--- config.mk ---
export PLATFORM = sky130hd
export DESIGN_NAME = bram_port_initiator
export DESIGN_NICKNAME = d
export VERILOG_FILES = /design/src/rtl/bram_port_initiator_pkg.sv /design/src/rtl/bram_resp_fifo.sv /design/src/rtl/bram_port_initiator.sv
export SDC_FILE = /design/constraint.sdc
export NUM_CORES = 1
export LEC_CHECK = 0
export CAP_MARGIN = 5
export CELL_PAD_IN_SITES_DETAIL_PLACEMENT = 2
export CELL_PAD_IN_SITES_GLOBAL_PLACEMENT = 2
export CORE_MARGIN = 2
export CORE_UTILIZATION = 30
export DETAILED_ROUTE_END_ITERATION = 8
export GPL_TIMING_DRIVEN = 0
export HOLD_SLACK_MARGIN = 0.12
export PLACE_DENSITY = 0.84
export SLEW_MARGIN = 20
export SYNTH_ARGS = -nofsm -noshare
export SYNTH_HDL_FRONTEND = slang
export SYNTH_SLANG_ARGS = --single-unit
--- constraint.sdc ---
create_clock -name clk -period 3.84 [get_ports clk]
set_input_delay 0.384 -clock clk [delete_from_list [all_inputs] [get_ports clk]]
set_output_delay 0.384 -clock clk [all_outputs]
set_load 0.02 [all_outputs]
--- src/rtl/bram_port_initiator_pkg.sv ---
// Shared constants for the BRAM port initiator: response FIFO sizing and grant encoding.
// Pure declarations, no logic.
package bram_port_initiator_pkg;

    localparam int RESP_FIFO_DEPTH = 2;
    localparam int RESP_CNT_W      = $clog2(RESP_FIFO_DEPTH + 1);
    localparam int RESP_PTR_W      = $clog2(RESP_FIFO_DEPTH);

    typedef enum logic {
        GRANT_WR = 1'b0,
        GRANT_RD = 1'b1
    } grant_e;

endpackage

--- src/rtl/bram_resp_fifo.sv ---
// 2-entry read response FIFO with registered head output; push visible one cycle later.
// Caller guarantees no push when full and no pop when empty; illegal requests are ignored.
module bram_resp_fifo
    import bram_port_initiator_pkg::*;
#(
    parameter int DATA_WIDTH = 32
) (
    input  logic                  clk_i,
    input  logic                  rst_i,
    input  logic                  push_i,
    input  logic [DATA_WIDTH-1:0] push_data_i,
    input  logic                  pop_i,
    output logic [RESP_CNT_W-1:0] count_o,
    output logic [DATA_WIDTH-1:0] head_o
);

    logic [DATA_WIDTH-1:0] buf_q [RESP_FIFO_DEPTH];
    logic [DATA_WIDTH-1:0] buf_d [RESP_FIFO_DEPTH];
    logic [RESP_PTR_W-1:0] wr_ptr_q, wr_ptr_d;
    logic [RESP_PTR_W-1:0] rd_ptr_q, rd_ptr_d;
    logic [RESP_CNT_W-1:0] count_q, count_d;
    logic [DATA_WIDTH-1:0] head_q, head_d;
    logic                  push_ok, pop_ok;

    always_comb begin
        buf_d    = buf_q;
        wr_ptr_d = wr_ptr_q;
        rd_ptr_d = rd_ptr_q;
        count_d  = count_q;
        pop_ok   = pop_i && (count_q != '0);
        push_ok  = push_i && ((count_q != RESP_CNT_W'(RESP_FIFO_DEPTH)) || pop_ok);

        if (push_ok) begin
            buf_d[wr_ptr_q] = push_data_i;
            wr_ptr_d        = wr_ptr_q + 1'b1;
        end
        if (pop_ok) begin
            rd_ptr_d = rd_ptr_q + 1'b1;
        end
        case ({push_ok, pop_ok})
            2'b10:   count_d = count_q + RESP_CNT_W'(1);
            2'b01:   count_d = count_q - RESP_CNT_W'(1);
            default: count_d = count_q;
        endcase
        // Head is precomputed from next state so the output comes straight from a flop.
        head_d = buf_d[rd_ptr_d];
    end

    always_ff @(posedge clk_i or posedge rst_i) begin
        if (rst_i) begin
            for (int i = 0; i < RESP_FIFO_DEPTH; i++) begin
                buf_q[i] <= '0;
            end
            wr_ptr_q <= '0;
            rd_ptr_q <= '0;
            count_q  <= '0;
            head_q   <= '0;
        end else begin
            buf_q    <= buf_d;
            wr_ptr_q <= wr_ptr_d;
            rd_ptr_q <= rd_ptr_d;
            count_q  <= count_d;
            head_q   <= head_d;
        end
    end

    assign count_o = count_q;
    assign head_o  = head_q;

endmodule

--- src/rtl/bram_port_initiator.sv ---
// Arbitrates write and read requests onto one BRAM port; memory driven in the accept cycle,
// read data returned 2 cycles after accept; reads stall when response buffering is exhausted, writes never do.
module bram_port_initiator
    import bram_port_initiator_pkg::*;
#(
    parameter int DATA_WIDTH    = 32,
    parameter int ADDRESS_WIDTH = 6
) (
    input  logic                     clk,
    input  logic                     reset,
    input  logic [ADDRESS_WIDTH-1:0] wr_addr,
    input  logic [DATA_WIDTH-1:0]    wr_data,
    input  logic                     wr_valid,
    output logic                     wr_ready,
    input  logic [ADDRESS_WIDTH-1:0] rd_addr,
    input  logic                     rd_req_valid,
    output logic                     rd_req_ready,
    output logic [DATA_WIDTH-1:0]    rd_data,
    output logic                     rd_resp_valid,
    input  logic                     rd_resp_ready,
    output logic [ADDRESS_WIDTH-1:0] mem_address,
    output logic                     mem_ce,
    output logic [DATA_WIDTH-1:0]    mem_d,
    output logic                     mem_we,
    input  logic [DATA_WIDTH-1:0]    mem_q
);

    localparam int OCC_W = RESP_CNT_W + 1;

    grant_e                rr_q, rr_d;
    logic                  pend_q, pend_d;
    logic [RESP_CNT_W-1:0] fifo_cnt;
    logic [OCC_W-1:0]      occupancy;
    logic                  pop;
    logic                  rd_elig;
    logic                  rd_cand;
    logic                  wr_go;
    logic                  rd_go;

    assign rd_resp_valid = (fifo_cnt != '0);
    assign pop           = rd_resp_valid & rd_resp_ready;

    always_comb begin
        rr_d        = rr_q;
        pend_d      = 1'b0;
        mem_ce      = 1'b0;
        mem_we      = 1'b0;
        mem_address = '0;
        mem_d       = '0;

        // Count the read already in flight so a full FIFO can never be overrun.
        occupancy = OCC_W'(fifo_cnt) + OCC_W'(pend_q) - OCC_W'(pop);
        rd_elig   = (occupancy < OCC_W'(RESP_FIFO_DEPTH));
        rd_cand   = rd_req_valid & rd_elig;

        wr_go = wr_valid & (~rd_cand | (rr_q == GRANT_WR));
        rd_go = rd_cand & (~wr_valid | (rr_q == GRANT_RD));

        if (wr_go) begin
            mem_ce      = 1'b1;
            mem_we      = 1'b1;
            mem_address = wr_addr;
            mem_d       = wr_data;
            rr_d        = GRANT_RD;
        end else if (rd_go) begin
            mem_ce      = 1'b1;
            mem_address = rd_addr;
            pend_d      = 1'b1;
            rr_d        = GRANT_WR;
        end
    end

    assign wr_ready     = wr_go;
    assign rd_req_ready = rd_go;

    always_ff @(posedge clk or posedge reset) begin
        if (reset) begin
            rr_q   <= GRANT_WR;
            pend_q <= 1'b0;
        end else begin
            rr_q   <= rr_d;
            pend_q <= pend_d;
        end
    end

    bram_resp_fifo #(
        .DATA_WIDTH (DATA_WIDTH)
    ) u_resp_fifo (
        .clk_i       (clk),
        .rst_i       (reset),
        .push_i      (pend_q),
        .push_data_i (mem_q),
        .pop_i       (pop),
        .count_o     (fifo_cnt),
        .head_o      (rd_data)
    );

endmodule

# Word level (Yosys, flattened, before mapping)
# Cells that the tools add are included.
# Widths: inputs -> output; s select.
dict set report totals {
  regBits 102
  input_bits 81
  out_inout_bits 75
  word_cells 57
}
dict set report classes {
  add_sub_neg 6
  n_lt_le_gt_ge 4
  n_eq_ne 3
  n_mux 18
  bitwise 11
  n_reduce_logical 7
}
# cell n
set op_table {}
lappend op_table {{$mux 32} 5}
lappend op_table {{$bwmux 64} 1}
lappend op_table {{$mux 64} 1}
lappend op_table {{$demux 32 s1} 1}
lappend op_table {{$mux 6} 2}
lappend op_table {{$mux 1} 7}
lappend op_table {{$reduce_bool 2->1} 3}
lappend op_table {{$and 1x1->1} 4}
lappend op_table {{$ge 2x2->1 const B} 2}
lappend op_table {{$not 1->2} 2}
lappend op_table {{$pmux 2 s2} 1}
lappend op_table {{$add 2x1->3} 1}
lappend op_table {{$logic_and 1x1->1} 3}
lappend op_table {{$lt 3x2->1 const B} 1}
lappend op_table {{$not 1->1} 3}
lappend op_table {{$sub 3x1->3} 1}
lappend op_table {{$add 1x1->1 const B} 2}
lappend op_table {{$add 2x1->2 const B} 1}
lappend op_table {{$eq 2x1->1 const B} 1}
lappend op_table {{$eq 2x2->1 const B} 1}
lappend op_table {{$lt 2x1->1 const B} 1}
lappend op_table {{$ne 2x2->1 const B} 1}
lappend op_table {{$or 1x1->1} 2}
lappend op_table {{$sub 2x1->2 const B} 1}
lappend op_table {{$logic_or 1x1->1} 1}

# Logic depth before layout (Yosys ltp)
# Gate-level depths: netlist (run 1).
dict set report logic_depth {
  ltp_word 10
  mapped_depth 11
  depth_no_buf 9
}

# Hierarchy
# Synthesis (run 1) repeated with hierarchy kept, for this count alone.
dict set report hier_totals {
  hier_cells 436
  hier_area_um2 5208.7
}
# module n_inst cells_per_inst area_each_um2 seq_area_each_um2
set by_module_without_submodules {}
lappend by_module_without_submodules {bram_resp_fifo 1 359 4665.7 2502.4}
lappend by_module_without_submodules {bram_port_initiator 1 77 543.0 50.0}

# Worst setup path before layout (run 1)
# No wires, ideal clock.
dict set report synth_path {
  path_type {register to output}
  start {reg u_resp_fifo.count_q[1], in the netlist u_resp_fifo.count_o[1]}
  end {out mem_d[22]}
  arrival_time_ns 2.863
  required_time_ns 3.456
  path_slack_ns 0.593
  stages_incl_launch_ff 12
  path_buffers 2
  cell_sequence {dfrtp_1 -> buf_4 -> o21ai_2 -> inv_1 -> ha_1 -> nand2b_1 -> fa_1 -> xnor2_1 -> and3_1 -> a21boi_1 -> clkbuf_1 -> and2_1}
}
dict set report synth_between {
  elab_chain_len 9
  elab_cells_between_ends 10
  cone_classes {add/sub (2); order compare (1); mux (1); bitwise (5); reduce/logical (1)}
}
# item line
set synth_lines {}
lappend synth_lines {{start: declaration} bram_resp_fifo.sv:21} ;# logic [RESP_CNT_W-1:0] count_q, count_d;
lappend synth_lines {{start signal: assignment} bram_resp_fifo.sv:62} ;# count_q <= count_d;
lappend synth_lines {{parallel branches: the longest is 2 deep, another holds $add 2x1->3} -}
lappend synth_lines {{$sub 3x1->3 *} bram_port_initiator.sv:52} ;# occupancy = OCC_W'(fifo_cnt) + OCC_W'(pend_q) - OCC_W'(pop);
lappend synth_lines {{$lt 3x2->1 *} bram_port_initiator.sv:53} ;# rd_elig = (occupancy < OCC_W'(RESP_FIFO_DEPTH));
lappend synth_lines {{$and 1x1->1 *} bram_port_initiator.sv:54} ;# rd_cand = rd_req_valid & rd_elig;
lappend synth_lines {{$not 1->1 *} bram_port_initiator.sv:56} ;# wr_go = wr_valid & (~rd_cand | (rr_q == GRANT_WR));
lappend synth_lines {{$or 1x1->1 *} bram_port_initiator.sv:56}
lappend synth_lines {{$and 1x1->1 *} bram_port_initiator.sv:56}
lappend synth_lines {{$mux 32 *} bram_port_initiator.sv:59} ;# if (wr_go) begin
lappend synth_lines {{end: declaration} bram_port_initiator.sv:23} ;# output logic [DATA_WIDTH-1:0] mem_d,
# Mark *: on every way between the ends.

# Final worst setup path (run 1)
dict set report layout_path {
  start {reg u_resp_fifo.count_q[1], in the netlist u_resp_fifo.count_o[1]}
  end {out mem_d[20]}
}
# Same word-level chain as after synthesis.

==> results of run 1 <==
## metrics by stage
step | setup slack, ps | TNS (ps)
3_3_place_gp | -792.1 | -86600
3_5_place_dp | -438.7 | -12760
2_1_floorplan | 592.7 | 0
5_1_grt | -23.20 | -250.6
6_report | 224.1 | 0
4_1_cts | 3.360 | 0
## sequential cells by signal (all words and copies together) (netlist names)
name	flops
u_resp_fifo.wr_ptr_q	1
u_resp_fifo.buf_q	64
rr_q	1
pend_q	1
u_resp_fifo.rd_ptr_q	1
u_resp_fifo.count_o	2
u_resp_fifo.head_o	32
## synthesized netlist by cell type (3+ instances only)
cell type	n	area share [%]
xnor2_1	4	0.74
buf_2	7	0.74
clkbuf_1	13	1.0
mux2i_1	8	1.7
and2_1	32	4.2
a21o_1	32	5.1
o221a_2	32	7.6
mux2_2	34	8.1
inv_1	10	0.79
nor2_1	3	0.24
buf_6	5	1.2
nand2_1	11	0.87
mux2_4	30	9.5
a21boi_0	3	0.48
dfrtp_1	102	54
## cell type report
class / instances / area share, %
Timing Repair Buffer: 162 / 22.76
Multi-Input combinational cell: 207 / 29.12
Tap cell: 211 / 3.830
Sequential cell: 102 / 37.03
Clock inverter: 4 / 0.7987
Clock buffer: 12 / 3.431
Inverter: 10 / 0.6172
Buffer: 27 / 2.414
## worst max-delay path: cells and delay by family, from the launching register on
kind | cells | cell delay (ps)
buf+inv | 4 | 830
fa+ha+maj | 2 | 650
simple gates | 3 | 530
flops | 1 | 400
compound gates | 2 | 340
xor+xnor | 1 | 130
## layer usage
metal	share of wire (%)	vias to the layer above	track usage [%]
met4	1.1	0	4.111
met2	56	103	32.49
met3	5.2	12	4.624
met5	0	-	0
li1	-	1573	-
met1	38	1821	18.69
## power by group
group / internal [mW] / switching (mW)
clock network: 0.510 / 0.405
logic: 1.61 / 1.35
registers: 1.64 / 0.295
total: 3.75 / 2.05
## path summary, 6_finish.rpt
path	slack, ps	start	to	cells after the start
setup / recovery	220	u_resp_fifo.count_o[1]$_DFFE_PP0P_	mem_d[20]	12
hold / removal	430	reset	u_resp_fifo.head_o[23]$_DFF_PP0_	2
setup reg to reg	1190	u_resp_fifo.count_o[1]$_DFFE_PP0P_	rr_q$_DFFE_PP0P_	12
hold reg to reg	510	u_resp_fifo.buf_q[61]$_DFF_PP0_	u_resp_fifo.buf_q[61]$_DFF_PP0_	1
max in group asynchronous	2770	reset	u_resp_fifo.buf_q[20]$_DFF_PP0_	3
min in group clk	510	u_resp_fifo.buf_q[61]$_DFF_PP0_	u_resp_fifo.buf_q[61]$_DFF_PP0_	1
## cells by family after synthesis
logic type | after synthesis
AND/OR/NAND/NOR | 54
AO/OA/AOI/OAI | 72
multiplexers | 72
XOR/XNOR | 6
flip-flops | 102
adder cells (fa/ha/maj) | 3
buffers and inverters | 37
## what timing repair did
action / CTS / global route
setup buffers: 0 / 6
gates resized for setup: 52 / 20
gates cloned: 0 / 0
endpoints found under the setup margin: 41 / 40
pin swaps: 1 / 1
==> flow_metrics.tcl, run 1 <==
set metrics [dict create \
    postRouteAntennaNets 0 \
    cts_buffers 9 \
    drt-total-wl_um 13980 \
    ys_seq_area_share_pct 53.94 \
    path_cells "buf_4 > o21ai_4 > inv_1 > ha_1 > nand2b_1 > fa_1 > xnor2_1 > and3_2 > a21boi_4 > clkbuf_2 > and2_1 > dlygate4sd2_1" \
    yosys_most_used_dff "dfrtp_1" \
    fp.coreArea_mm2 0.01531 \
    multiInputGateArea_mm2 0.002007 \
    leakagePower_nw 3.136 \
    async_flop_share_pct 100.0 \
    setup_violations 0 \
    antenna_cells 0 \
    grt_pass1_wl_um 21800 \
    cts_hold_buf 0 \
    placed_cells 713 \
    synth_compound_area_share_pct 13.96 \
    finish.utilization_pct 45.01 \
    num_vias 3509 \
    yosys_warnings 0 \
    critical-path-max-stage-delay_ps 400 \
    clk_pin_slew_ps 70 \
    layout-drive-gt1-share_pct 28.05 \
    finClkSkew_ps 6.830 \
    fill_cells 1570 \
    synth_edf_count 0 \
    synthSimpleGateAreaFrac_pct 6.663 \
    hold_violations 0 \
    die_area_mm2 0.01679 \
    clk_path_buf_depth 2 \
    drv_slew 0 \
    cp_max_fo 10 \
    end_kind "output port" \
    chipWidth_um 129.6 \
    instances_no_fill 735 \
    synth_top_family_by_area "multiplexers" \
    cts_tree "yes" \
    worstMarginPinSlew_ps 633.8 \
    syn_area_mm2 0.004732 \
    power_density_mw_per_mm2 841.4 \
    dp_hpwl_um 9838 \
    syn_inst 346 \
    synth_mux_area_share_pct 19.30 \
    drc 0 \
    ys_ff_latch 102 \
    cp.required_ps 3460 \
    clk-insertion-delay-late_ps 350 \
    crit_type "flop to output port" \
    htreeDepth 3 \
    synth_nets 430 \
    status "finished, final reports clean" \
    track_usage_pct 17.06 \
    whs_ps 432.2 \
    start_util_pct 30.90 \
    antenna_found_initial 0 \
    fin_crit_sh_pct 94.16 \
    peakVddDrop_v 0.0002436 \
    grt_max_degree 61 \
    area_delta_synth_final_pct 45.66 \
    num_rows 45 \
    synthXorXnorAreaFrac_pct 1.111 \
    maxCapViolCount 0 \
    grt_pass1_vias 4089 \
    design_area_mm2 0.006893 \
    slew_headroom_pct 57.75 \
    synth_fa_ha_area_share_pct 0.9519 \
    slowest_stage "dfrtp_1" \
    register_area_mm2 0.002552 \
    syn_avg_cell_area_um2 13.68 \
    postPlaceCellArea_mm2 0.006580 \
    die_y_um 129.6 \
    routedWlPerCell_um 19.01 \
    arrival_ps 3230 \
    start_kind "flop" \
    grt-ovfl-total 0 \
    rsz0062_at_grt "yes" \
    final_cell_mix "clkdlybuf4s50_1 (114), dfrtp_1 (102), mux2_2 (34)" \
    cts.sinks 102 \
    period_minus_slack_ps 3616 \
    layout_commonest_cell "clkdlybuf4s50_1" \
    place_congestion 0.7185 \
    timing.fmax_mhz 276.6 \
    min_path_type "input port to asynchronous set/reset pin" \
    nNetsFinal 603 \
    pin_count 156 \
    total_power_mw 5.800 \
    drtPass1Iterations 4 \
    cts_root_buffer "clkbuf_16" \
    ys_types 31 \
    numPortBuffers 155 \
    drt_iter0_drc 127 \
    viasPerCell 4.774 \
]
(Power assumes the default switching activity.)
==> inputs of run 2 (changes only) <==
--- a/config.mk
+++ b/config.mk
@@ -13,7 +13,7 @@
 export DETAILED_ROUTE_END_ITERATION = 8
 export GPL_TIMING_DRIVEN = 0
 export HOLD_SLACK_MARGIN = 0.12
-export PLACE_DENSITY = 0.84
+export PLACE_DENSITY_LB_ADDON = 0.2
 export SLEW_MARGIN = 20
 export SYNTH_ARGS = -nofsm -noshare
 export SYNTH_HDL_FRONTEND = slang
==> flow_metrics.tcl, run 2 (synthesized netlist as in run 1, its figures left out) <==
set metrics [dict create \
    crit_type "flop to output port" \
    antenna_cells 0 \
    postRouteAntennaNets 0 \
    fp.coreArea_mm2 0.01531 \
    grt-ovfl-total 0 \
    drt_iter0_drc 175 \
    routedWlPerCell_um 19.04 \
    nNetsFinal 601 \
    grt_pass1_vias 3973 \
    hold_violations 0 \
    grt_max_degree 70 \
    area_delta_synth_final_pct 43.44 \
    path_cells "buf_4 > o21ai_4 > inv_1 > ha_1 > nand2b_1 > fa_1 > xnor2_1 > and3_2 > a21boi_1 > buf_4 > mux2i_1 > clkdlybuf4s15_2" \
    final_cell_mix "clkdlybuf4s50_1 (114), dfrtp_1 (102), mux2_2 (34)" \
    drv_slew 0 \
    antenna_found_initial 0 \
    crit_top_cell "buf_4" \
    post-place-ws_ps -405.0 \
    drt-total-wl_um 13940 \
    drtPass1Iterations 4 \
    clk-insertion-delay-late_ps 350 \
    finClkSkew_ps 9.993 \
    cts.sinks 102 \
    cp_top_family "buffers and inverters" \
    htreeDepth 3 \
    clk_pin_slew_ps 70 \
    maxCapViolCount 0 \
    cts_tree "yes" \
    fin_ws_ps 208.7 \
    largest_register_ffs 64 \
    critical-path-max-stage-delay_ps 410 \
    leakagePower_nw 3.036 \
    dp_hpwl_um 9955 \
    cts_buffers 9 \
    power_density_mw_per_mm2 836.6 \
    start_util_pct 30.90 \
    peakVddDrop_v 0.0002880 \
    setup_violations 0 \
    numPortBuffers 155 \
    design_area_mm2 0.006788 \
    cp_max_fo 8 \
    pin_count 156 \
    die_y_um 129.6 \
    cts_hold_buf 0 \
    place_congestion 0.7185 \
    worstMarginPinSlew_ps 574.9 \
    slowest_stage "dfrtp_1" \
    period_minus_slack_ps 3631 \
    cp.required_ps 3460 \
    cts_root_buffer "clkbuf_16" \
    chipWidth_um 129.6 \
    arrival_ps 3250 \
    total_power_mw 5.678 \
    regMostFlops "u_resp_fifo.buf_q" \
    fill_cells 1562 \
    drc 0 \
    die_area_mm2 0.01679 \
    slew_headroom_pct 61.68 \
    num_rows 45 \
    fin_crit_sh_pct 94.56 \
    grt_pass1_wl_um 21850 \
    postPlaceCellArea_mm2 0.006580 \
    start_kind "flop" \
    layout-drive-gt1-share_pct 32.05 \
    viasPerCell 4.721 \
    crit_buf_inv 4 \
    status "finished, final reports clean" \
    layout_commonest_cell "clkdlybuf4s50_1" \
    num_vias 3456 \
    clk_path_buf_depth 2 \
    timing.fmax_mhz 275.4 \
    min_path_type "input port to asynchronous set/reset pin" \
    track_usage_pct 17.22 \
    end_kind "output port" \
]
==> run 2: cell count changes in the layout (fill, tap and decap cells not counted), sizes merged <==
cell           delta
dlygate4sd2      -22
clkbuf           +15
clkdlybuf4s15     +5
clkinv            +2
dlymetal6s2s      -2
bufinv            -1
clkinvlp          +1
inv               -1
==> run 2: path summary, 6_finish.rpt <==
kind                                                    start                         endpoint  slack (ps)  depth (start not counted)
max                        u_resp_fifo.count_o[1]$_DFFE_PP0P_                   mem_address[5]         210                         12
min                                                     reset  u_resp_fifo.head_o[4]$_DFF_PP0_         400                          2
max reg2reg                u_resp_fifo.count_o[1]$_DFFE_PP0P_                 rr_q$_DFFE_PP0P_        1260                         11
min reg2reg                   u_resp_fifo.buf_q[40]$_DFF_PP0_  u_resp_fifo.buf_q[40]$_DFF_PP0_         510                          1
max in group asynchronous                               reset  u_resp_fifo.buf_q[14]$_DFF_PP0_        2790                          3
min in group clk              u_resp_fifo.buf_q[40]$_DFF_PP0_  u_resp_fifo.buf_q[40]$_DFF_PP0_         510                          1
==> run 2: layout make-up <==
type / instances / area (um^2) / area share, %
Sequential cell: 102 / 2552 / 37.60
Clock inverter: 5 / 37.54 / 0.5530
Buffer: 27 / 168.9 / 2.488
Clock buffer: 10 / 229.0 / 3.373
Timing Repair Buffer: 160 / 1486 / 21.90
Tap cell: 211 / 264.0 / 3.889
Multi-Input combinational cell: 207 / 2007 / 29.57
Inverter: 10 / 42.54 / 0.6267
==> run 2: where the power goes <==
group / leakage, nW / internal, mW / switching, mW
registers: 1.22 / 1.64 / 0.286
logic: 1.69 / 1.59 / 1.32
clock network: 0.125 / 0.437 / 0.409
==> run 2: stage by stage <==
stage | TNS (ps) | utilization (%) | cells | hold slack, ps
floorplan | 0 | - | 346 | 480.1
global placement | -95530 | 42.75 | 712 | 487.3
detailed placement | -12380 | 42.97 | 713 | 497.5
CTS | 0 | 44.67 | 728 | 400.8
global route | -0.6755 | 44.32 | 732 | 425.0
finish | 0 | 44.32 | 732 | 397.2
==> run 2: routing by layer <==
| metal | vias to the layer above | routed length (um) | GRT usage (%) |
|---|---|---|---|
| met2 | 103 | 7299 | 30.83 |
| met1 | 1766 | 5676 | 20.18 |
| met3 | 13 | 768 | 4.624 |
| met4 | 0 | 192 | 5.123 |
| li1 | 1574 | - | - |
| met5 | - | 0 | 0 |
==> run 2: what timing repair did <==
item / in CTS / in global routing
pin swaps: 1 / 1
setup endpoints to repair: 41 / 38
resized for setup: 61 / 61
setup buffers: 0 / 4
gates cloned: 0 / 0
==> inputs of run 3 (changes only) <==
==> constraint.sdc (replaced) <==
create_clock -name clk -period 3.6 [get_ports clk]
set_input_delay 0.36 -clock clk [delete_from_list [all_inputs] [get_ports clk]]
set_output_delay 0.36 -clock clk [all_outputs]
set_load 0.02 [all_outputs]
==> flow_metrics.tcl, run 3 (synthesized netlist as in run 1, its figures left out) <==
set metrics [dict create \
    fin_ws_ps 150.2 \
    arrival_ps 3090 \
    drtPass1Iterations 4 \
    htreeDepth 3 \
    antenna_found_initial 0 \
    drt_iter0_drc 157 \
    cts.sinks 102 \
    cts_buffers 9 \
    crit_type "flop to output port" \
    drt-total-wl_um 14110 \
    chipWidth_um 129.6 \
    whs_ps 370.4 \
    area_delta_synth_final_pct 45.80 \
    largest_register_ffs 64 \
    maxCapViolCount 0 \
    num_vias 3463 \
    timing.fmax_mhz 289.9 \
    dp_hpwl_um 9955 \
    cts_root_buffer "clkbuf_16" \
    post-place-ws_ps -597.0 \
    fin_crit_sh_pct 95.83 \
    slew_headroom_pct 61.42 \
    cts_tree "yes" \
    drv_slew 0 \
    place_congestion 0.7185 \
    min_path_type "input port to asynchronous set/reset pin" \
    leakagePower_nw 3.059 \
    grt-ovfl-total 0 \
    cp.required_ps 3240 \
    power_density_mw_per_mm2 889.3 \
    layout-drive-gt1-share_pct 34.41 \
    layout_commonest_cell "clkdlybuf4s50_1" \
    clk-insertion-delay-late_ps 350 \
    finish.utilization_pct 45.05 \
    status "finished, final reports clean" \
    die_area_mm2 0.01679 \
    worstMarginPinSlew_ps 578.7 \
    clk_pin_slew_ps 70 \
    final_cell_mix "clkdlybuf4s50_1 (114), dfrtp_1 (102), mux2_2 (34)" \
    start_kind "flop" \
    end_kind "output port" \
    postPlaceCellArea_mm2 0.006580 \
    start_util_pct 30.90 \
    postRouteAntennaNets 0 \
    hold_violations 0 \
    num_rows 45 \
    numPortBuffers 155 \
    fp.coreArea_mm2 0.01531 \
    total_power_mw 6.136 \
    grt_pass1_wl_um 22010 \
    pin_count 156 \
    grt_pass1_vias 4004 \
    setup_violations 0 \
    drc 0 \
    viasPerCell 4.699 \
    finClkSkew_ps 10.59 \
    clk_path_buf_depth 2 \
    grt_max_degree 70 \
    peakVddDrop_v 0.0003090 \
    routedWlPerCell_um 19.14 \
    period_minus_slack_ps 3450 \
    die_y_um 129.6 \
    nNetsFinal 606 \
    antenna_cells 0 \
    rsz0062_at_grt "yes" \
    cp_max_fo 7 \
    design_area_mm2 0.006899 \
    regMostFlops "u_resp_fifo.buf_q" \
    track_usage_pct 17.34 \
]
run 3: cell count changes in the layout (fill, tap and decap cells not counted), sizes merged:
cell	previous run	this run
buf	23	40
dlymetal6s2s	1	0
clkdlybuf4s15	11	15
clkbuf	44	29
run 3: final cells by class:
| class | count | area [um^2] |
|---|---|---|
| Sequential cell | 102 | 2552 |
| Multi-Input combinational cell | 207 | 2021 |
| Clock inverter | 5 | 37.54 |
| Timing Repair Buffer | 165 | 1570 |
| Fill cell | 1554 | 8416 |
| Clock buffer | 10 | 229.0 |
| Inverter | 10 | 42.54 |
| Buffer | 27 | 182.7 |
| Tap cell | 211 | 264.0 |
run 3: worst paths after layout:
check | slack [ps] | from | end | depth (start not counted)
max | 150 | u_resp_fifo.count_o[1]$_DFFE_PP0P_ | mem_address[3] | 12
min | 370 | reset | u_resp_fifo.head_o[4]$_DFF_PP0_ | 2
max reg2reg | 1090 | u_resp_fifo.count_o[1]$_DFFE_PP0P_ | rr_q$_DFFE_PP0P_ | 11
min reg2reg | 510 | u_resp_fifo.buf_q[61]$_DFF_PP0_ | u_resp_fifo.buf_q[61]$_DFF_PP0_ | 1
max in group asynchronous | 2570 | reset | u_resp_fifo.buf_q[12]$_DFF_PP0_ | 3
min in group clk | 510 | u_resp_fifo.buf_q[61]$_DFF_PP0_ | u_resp_fifo.buf_q[61]$_DFF_PP0_ | 1
run 3: stage by stage:
stage	TNS (ps)	instances
3_3_place_gp	-125260	712
2_1_floorplan	0	346
3_5_place_dp	-20250	713
5_1_grt	-27.71	737
4_1_cts	0	735
6_report	0	737
run 3: repair_timing:
action | in CTS | in global routing
setup buffers | 6 | 2
pin swaps | 2 | 1
gates cloned | 1 | 0
resized for setup | 126 | 30
hold buffers | 0 | 0
endpoints found under the setup margin | 42 | 39
run 3: per-layer routing:
metal  part of all wire, %  global-route usage (%)
met4                   1.5                   5.123
met1                    41                   20.10
met2                    52                   31.26
met3                   5.3                   4.707
met5                     0                       0
run 3: power breakdown:
group          total [mW]  internal, mW  switching (mW)  leakage [nW]
logic                3.18          1.76            1.42          1.71
clock network       0.906         0.467           0.439         0.125
registers            2.05          1.74           0.308          1.22
total                6.14          3.97            2.17          3.06
run 3: critical path: stages (launching register included):
cell,delay [ps]
dfrtp_1,420
buf_6,160
o21ai_4,120
inv_1,80
ha_1,260
nand2b_1,150
fa_2,530
and3_4,200
a21boi_2,180
buf_6,150
buf_4,120
mux2i_2,200
buf_4,170
